==> src/rtl/op_dispatcher.sv <==
// op_dispatcher: buffers incoming operands in a small FIFO and hands them one
// at a time to an external control/datapath pair. Each operand runs through
// IDLE -> ISSUE -> HOLD -> GAP. The result captured on pronto is returned on a
// valid/ready output port. A watchdog aborts an ISSUE that never sees pronto.
//
// Handshakes: a transfer happens on a rising clk edge where both valid and
// ready are high. in_ready and busy are the only combinational outputs, and
// they depend on registered state alone. out_valid stays high, with out_data
// held, until out_ready is seen.
module op_dispatcher #(
    parameter int WIDTH   = 8,
    parameter int DEPTH   = 4,
    parameter int TIMEOUT = 64
) (
    input  logic             clk,
    input  logic             rst,
    input  logic             in_valid,
    output logic             in_ready,
    input  logic [WIDTH-1:0] in_data,
    output logic [WIDTH-1:0] x_out,
    output logic             start,
    input  logic             pronto,
    input  logic [WIDTH-1:0] res_in,
    output logic             out_valid,
    input  logic             out_ready,
    output logic [WIDTH-1:0] out_data,
    output logic             busy,
    output logic             timeout_err
);
    localparam int AW = $clog2(DEPTH);
    localparam int CW = AW + 1;
    localparam int TW = $clog2(TIMEOUT);
    localparam logic [CW-1:0] FULL_COUNT = CW'(DEPTH);
    localparam logic [TW-1:0] WD_LAST    = TW'(TIMEOUT - 1);

    typedef enum logic [1:0] {
        S_IDLE  = 2'd0,
        S_ISSUE = 2'd1,
        S_HOLD  = 2'd2,
        S_GAP   = 2'd3
    } state_t;

    state_t           r_state;
    logic [WIDTH-1:0] r_mem [DEPTH];
    logic [AW-1:0]    r_wr_ptr;
    logic [AW-1:0]    r_rd_ptr;
    logic [CW-1:0]    r_count;
    logic [TW-1:0]    r_wd;

    logic w_empty;
    logic w_push;
    logic w_pop;

    assign w_empty  = (r_count == '0);
    assign in_ready = (r_count != FULL_COUNT);
    assign busy     = (r_state != S_IDLE) || !w_empty;
    assign w_push   = in_valid && in_ready;
    // The head is consumed only when the FSM leaves IDLE to issue it.
    assign w_pop    = (r_state == S_IDLE) && !w_empty;

    // Operand FIFO: storage, wrapping pointers and occupancy count.
    always_ff @(posedge clk) begin
        if (!rst) begin
            for (int i = 0; i < DEPTH; i++) begin
                r_mem[i] <= '0;
            end
            r_wr_ptr <= '0;
            r_rd_ptr <= '0;
            r_count  <= '0;
        end else begin
            if (w_push) begin
                r_mem[r_wr_ptr] <= in_data;
                r_wr_ptr        <= r_wr_ptr + AW'(1);
            end
            if (w_pop) begin
                r_rd_ptr <= r_rd_ptr + AW'(1);
            end
            case ({w_push, w_pop})
                2'b10:   r_count <= r_count + CW'(1);
                2'b01:   r_count <= r_count - CW'(1);
                default: r_count <= r_count;
            endcase
        end
    end

    // Dispatch FSM with registered start/out_valid/out_data/x_out and watchdog.
    always_ff @(posedge clk) begin
        if (!rst) begin
            r_state     <= S_IDLE;
            r_wd        <= '0;
            x_out       <= '0;
            start       <= 1'b0;
            out_valid   <= 1'b0;
            out_data    <= '0;
            timeout_err <= 1'b0;
        end else begin
            case (r_state)
                S_IDLE: begin
                    if (!w_empty) begin
                        x_out   <= r_mem[r_rd_ptr];
                        start   <= 1'b1;
                        r_wd    <= '0;
                        r_state <= S_ISSUE;
                    end
                end
                S_ISSUE: begin
                    // pronto on the last watchdog cycle still wins.
                    if (pronto) begin
                        out_data  <= res_in;
                        out_valid <= 1'b1;
                        start     <= 1'b0;
                        r_state   <= S_HOLD;
                    end else if (r_wd == WD_LAST) begin
                        timeout_err <= 1'b1;
                        start       <= 1'b0;
                        r_state     <= S_GAP;
                    end else begin
                        r_wd <= r_wd + TW'(1);
                    end
                end
                S_HOLD: begin
                    if (out_ready) begin
                        out_valid <= 1'b0;
                        r_state   <= S_GAP;
                    end
                end
                default: begin
                    // One cycle with start low lets the control unit re-arm.
                    r_state <= S_IDLE;
                end
            endcase
        end
    end
endmodule
==> config.mk <==
export PLATFORM = sky130hd
export DESIGN_NAME = op_dispatcher
export DESIGN_NICKNAME = d
export VERILOG_FILES = /design/src/rtl/op_dispatcher.sv
export SDC_FILE = /design/constraint.sdc
export NUM_CORES = 1
export LEC_CHECK = 0
export CAP_MARGIN = 20
export CORE_MARGIN = 5
export CORE_UTILIZATION = 50
export DETAILED_ROUTE_END_ITERATION = 6
export GPL_ROUTABILITY_DRIVEN = 0
export PLACE_DENSITY = 0.71
export SLEW_MARGIN = 20
export SYNTH_ARGS = -nofsm -noshare
export SYNTH_HDL_FRONTEND = slang
export SYNTH_SLANG_ARGS = --single-unit
==> constraint.sdc <==
create_clock -name clk -period 3.32 [get_ports clk]
set_clock_uncertainty 0.2 [all_clocks]
set_input_delay 0.996 -clock clk [delete_from_list [all_inputs] [get_ports clk]]
set_output_delay 0.996 -clock clk [all_outputs]
set_load 0.02 [all_outputs]
# Word-level counts from Yosys, hierarchy flattened
# Memories as Yosys holds them, arrays and structs flattened. A register that Yosys moved wholly into a read port is not among the register bits.
# Cells that the tools add are included.
[totals] mem_bits_rw=32 memories=1 output_inout_bits=21 input_bits=21 word_cells=72 register_bits=26
[classes] mux=24 bitwise_logic=2 n_addsub=5 eq_ne=12 n_reduce_logical=19
[memory_table] name="r_mem" words=4 width=8 rd=1 rd_ports_with_merged_regs=1 write_ports=4 line="44" rtl="logic [WIDTH-1:0] r_mem [DEPTH];"
[op_table] cell="$mux W6" count=3
[op_table] cell="$pmux W6 S2" count=1
[op_table] cell="$reduce_and A3 Y1" count=4
[op_table] cell="$mux W1" count=10
[op_table] cell="$mux W2" count=5
[op_table] cell="$ne A2 B2 Y1 const B" count=5
[op_table] cell="$mux W8" count=1
[op_table] cell="$reduce_bool A2 Y1" count=4
[op_table] cell="$reduce_or A8 Y1" count=1
[op_table] cell="$add A6 B1 Y6 const B" count=1
[op_table] cell="$eq A6 B6 Y1 const B" count=1
[op_table] cell="$ne A3 B3 Y1 const B" count=2
[op_table] cell="$pmux W2 S3" count=1
[op_table] cell="$pmux W3 S2" count=1
[op_table] cell="$add A2 B1 Y2 const B" count=2
[op_table] cell="$eq A2 B1 Y1 const B" count=2
[op_table] cell="$eq A2 B2 Y1 const B" count=2
[op_table] cell="$pmux W1 S2" count=2
[op_table] cell="$reduce_and A2 Y1" count=2
[op_table] cell="$reduce_and A4 Y1" count=1
[op_table] cell="$add A3 B1 Y3 const B" count=1
[op_table] cell="$logic_not A3 Y1" count=1
[op_table] cell="$sub A3 B1 Y3 const B" count=1
[op_table] cell="$logic_and A1 B1 Y1" count=2
[op_table] cell="4 further kinds" count=6

# Longest topological paths before layout
[logic_depth] depth_word=7 ltp_mapped=11 ltp_nobuf=9

# Least setup slack after synthesis
# Ideal clock, no wire load.
[synth_path] path_kind="input to register" from="input port in_valid" to="register r_count[2]" n_path_buf=0 path_slack_ns=0.789 path_stages=6 arrival_ns=2.255 setup_time_ns=0.076 required_ns=3.044 cell_sequence="nand2_1 -> ha_1 -> fa_1 -> xnor2_1 -> or3_1 -> a21boi_0"
[synth_between] elab_chain_cells=3 elab_cells_between_ends=5 classes_between="eq/ne: 2; mux: 1; reduce/logical: 2"
[synth_lines] item="from (decl)" line="17" rtl="input logic in_valid,"
[synth_lines] item="$logic_and A1 B1 Y1 (*)" line="57" rtl="assign w_push = in_valid && in_ready;"
[synth_lines] item="$eq A2 B1 Y1 or $eq A2 B2 Y1 (tied branches)" line="78" rtl="case ({w_push, w_pop})"
[synth_lines] item="$pmux W3 S2 or $reduce_bool A2 Y1 (tied branches)"
[synth_lines] item="to (signal assigned)" line="79" rtl="2'b10: r_count <= r_count + CW'(1);"
[synth_lines] item="to (signal assigned)" line="80" rtl="2'b01: r_count <= r_count - CW'(1);"
[synth_lines] item="to (signal assigned)" line="81" rtl="default: r_count <= r_count;"
[synth_lines] item="to (decl)" line="47" rtl="logic [CW-1:0] r_count;"
# Every way passes the cells marked *; elsewhere a longest branch is shown, timed or not.
# A chain may end at the register's enable or synchronous reset.

# Worst setup path after layout
[layout_path] from="register r_count[2]" to="output port in_ready"
[layout_between] elab_chain_cells=1
[layout_lines] item="$ne A3 B3 Y1" line="55" rtl="assign in_ready = (r_count != FULL_COUNT);"
[layout_lines] item="to (decl)" line="18" rtl="output logic in_ready,"
# Every way passes these cells.

==> impl_metrics.yaml <==
worst_setup_path:
  cp_cell_sequence: "or3b_1, clkdlybuf4s50_1"
  critPathSlowestCell: "clkdlybuf4s50_1"
  cp_max_fo: 5
  crit_path_start_kind: "flop"
  critPathBufInv: 1
  startpoint: "r_count[2]$_SDFFE_PN0P_"
  r2r_cells: 8
  cp_data_required_time_ps: 2120
  max_stage_delay_ps: 580
  r2r-start: "r_count[0]$_SDFFE_PN0P_"
  end_kind: "output port"
  setup.worst_path.end: "in_ready"
  crit_cells: 2
  critPathKind: "reg2out"
  cpLargestDelayFamily: "buffers and inverters"
  cp.arrival_ps: 1770
  r2r_setup_slack_ps: 470
  r2r_end: "r_count[2]$_SDFFE_PN0P_"
timing:
  relSlewSlack: 0.534
  setup_tns_ps: 0
  maxSlewViolCount: 0
  worstMarginPinSlew_ps: 699
  finalHoldViolations: 0
  timing.final.ws_setup_ps: 352
  fmax_ghz: 0.337
  period_needed_ps: 2970
  rsz0062_at_grt: "false"
  setup_viol_count_final: 0
  holdWs_ps: 261
  finalCritPeriodShare: 0.894
floorplan:
  dieArea_um2: 7680
  pin_count: 42
  die_w_um: 87.6
  chipHeight_um: 87.6
  coreArea_um2: 5890
  initial_core_util: 0.512
  num_rows: 28
pwr:
  ir_drop_mv: 0.388
  total_leakage_power_nw: 1.36
  p_per_area_nw_per_um2: 770
clocking:
  clk_latency_ps: 330
  cts_tree: "built"
  clock-sinks: 66
  clkSlewWorstSetupHoldPaths_ps: 70
  clockBufferDepth: 2
  root_buffer: "clkbuf_8"
  cts_made_buffers: 9
  htreeDepth: 3
  cts_hold_buffers: 0
detailed_routing:
  via_per_inst: 5.18
  vias: 2046
  routed_wl_um: 5680
  ant_nets: 0
  drt-initial-drc-count: 128
  wire_per_inst_um: 14.4
  dr.pass1.iters: 4
  drc: 0
yosys:
  yosysTopAreaCellShare: 0.319
  yosys.cell_count.top_type: "nand2_1"
  yosys_warnings: 0
  ys_seq_elements: 66
  syn_avg_cell_area_um2: 11.2
  synth_area_leaders: "edfxtp_1 (32%), dfxtp_1 (23%), and2_1 (7.7%), mux4_2 (6.0%), nand2_1 (5.1%)"
  ys_types: 43
  synth_common_cells: "nand2_1 (41), and2_1 (37), dfxtp_1 (34)"
  yosysSeqAreaShare: 0.545
  syn_area_um2: 3010
  yosysTopAreaCell: "edfxtp_1"
  syn_nets: 298
  netlist_instances: 270
  yosys_most_used_dff: "dfxtp_1"
  synth_edf_count: 32
  synth-async-reset-ratio: 0
global_routing:
  busiest_layer: "met2"
  met1_usage: 0.206
  grt_max_degree: 43
  antenna_found_initial: 0
  met3_usage: 0.0423
  grt_remaining_overflow: 0
  grt_use_total: 0.161
  grt_pass1_vias: 2016
  use_met2: 0.261
  grt_pass1_wl_um: 9420
status:
  status: "finished clean"
placed_design:
  port_buffers: 41
  place_ws_ps: 87.6
  dp_hpwl_um: 4070
flow_run:
  max-cap-violations: 0
final_layout:
  multi_input_area_um2: 1280
  fillers: 508
  syn_to_final_growth_pct: 23.7
  utilization: 0.634
  layout-drive-gt1-share: 0.116
  diodes: 0
  seqCellArea_um2: 1640
  nets: 343
worst_hold_path:
  worstHoldPathType: "reg2reg"
## per-layer routing
layer | part of all wire | vias to the layer above
met3 | 0.055 | 5
met2 | 0.47 | 40
li1 | - | 1041
met1 | 0.47 | 960
met4 | 0.0085 | 0
met5 | 0 | -
## cell type report
class                      instances  area share
timing repair buffer              48       0.125
tap                               75      0.0252
clock inverter                     5      0.0208
clock buffer                      11      0.0379
inverter                           7     0.00704
multi-input combinational        183       0.344
sequential                        66       0.440
## power breakdown
group | internal, mW | switching, mW
Combinational | 0.480 | 0.526
Clock | 0.441 | 0.294
Sequential | 1.01 | 0.126
## worst min-delay path by stage
stage / end / depth (start not counted) / start
after floorplan: r_wd[1]$_SDFFE_PN0P_ / 2 / r_wd[1]$_SDFFE_PN0P_
after global placement: x_out[3]$_SDFFE_PN0P_ / 2 / x_out[3]$_SDFFE_PN0P_
after detailed placement: timeout_err$_SDFFE_PN0P_ / 1 / timeout_err$_SDFFE_PN0P_
after CTS: out_data[2]$_SDFFE_PN0P_ / 2 / out_data[2]$_SDFFE_PN0P_
after global routing: x_out[3]$_SDFFE_PN0P_ / 2 / x_out[3]$_SDFFE_PN0P_
final: x_out[3]$_SDFFE_PN0P_ / 2 / x_out[3]$_SDFFE_PN0P_
## metrics by stage
stage / std cells / total power, mW / cell area [µm²]
3_3_place_gp: 379 / 2.15 / 3510
2_1_floorplan: 270 / 1.86 / 3010
6_report: 395 / 2.87 / 3730
5_1_grt: 395 / 3.06 / 3730
3_5_place_dp: 379 / 2.17 / 3510
4_1_cts: 395 / 2.91 / 3720
## tightest hold or removal path, cell delays in order, from the launching register on
cell and delay, ps:
dfxtp_1 310, nand2_1 40, a21boi_0 60
## kinds of logic after synthesis
kind of cell / Yosys count / synth area share
buffers and inverters: 21 / 0.0303
adders and majority gates: 7 / 0.0315
DFF: 66 / 0.545
muxes: 11 / 0.0697
AOI/OAI and AO/OA: 45 / 0.109
and+or+nand+nor: 114 / 0.198
xor gates and xnor gates: 6 / 0.0174
## sequential cells by signal, indices dropped and copies added (netlist names)
name,flops
r_mem,32
out_data,8
x_out,8
r_wd,6
r_count,3
r_rd_ptr,2
r_state,2
r_wr_ptr,2
out_valid,1
start,1
timeout_err,1
## cells in the final DEF (no fill, tap or decap), drive strengths merged, types with 2 or more instances in the layout
cell type,synthesis,layout
nand2,41,41
clkdlybuf4s50,0,40
and2,37,37
dfxtp,34,34
edfxtp,32,32
a21boi,19,19
nand3,14,14
clkbuf,7,11
mux4,8,8
buf,7,7
inv,7,7
nor2,6,6
a21oi,6,6
ha,6,6
o21ai,5,5
xnor2,5,5
nor3,4,4
nand2b,4,4
mux2i,3,3
o211ai,3,3
and3,2,2
o21a,2,2
clkinv,0,2
bufinv,0,2
o221a,2,2
## what timing repair did
action | 4_1_cts | 5_1_grt
resized for setup | 0 | 2
setup endpoints to repair | 0 | 1
buffers inserted | 0 | 0
No activity file was read; power rests on OpenSTA's default activity.
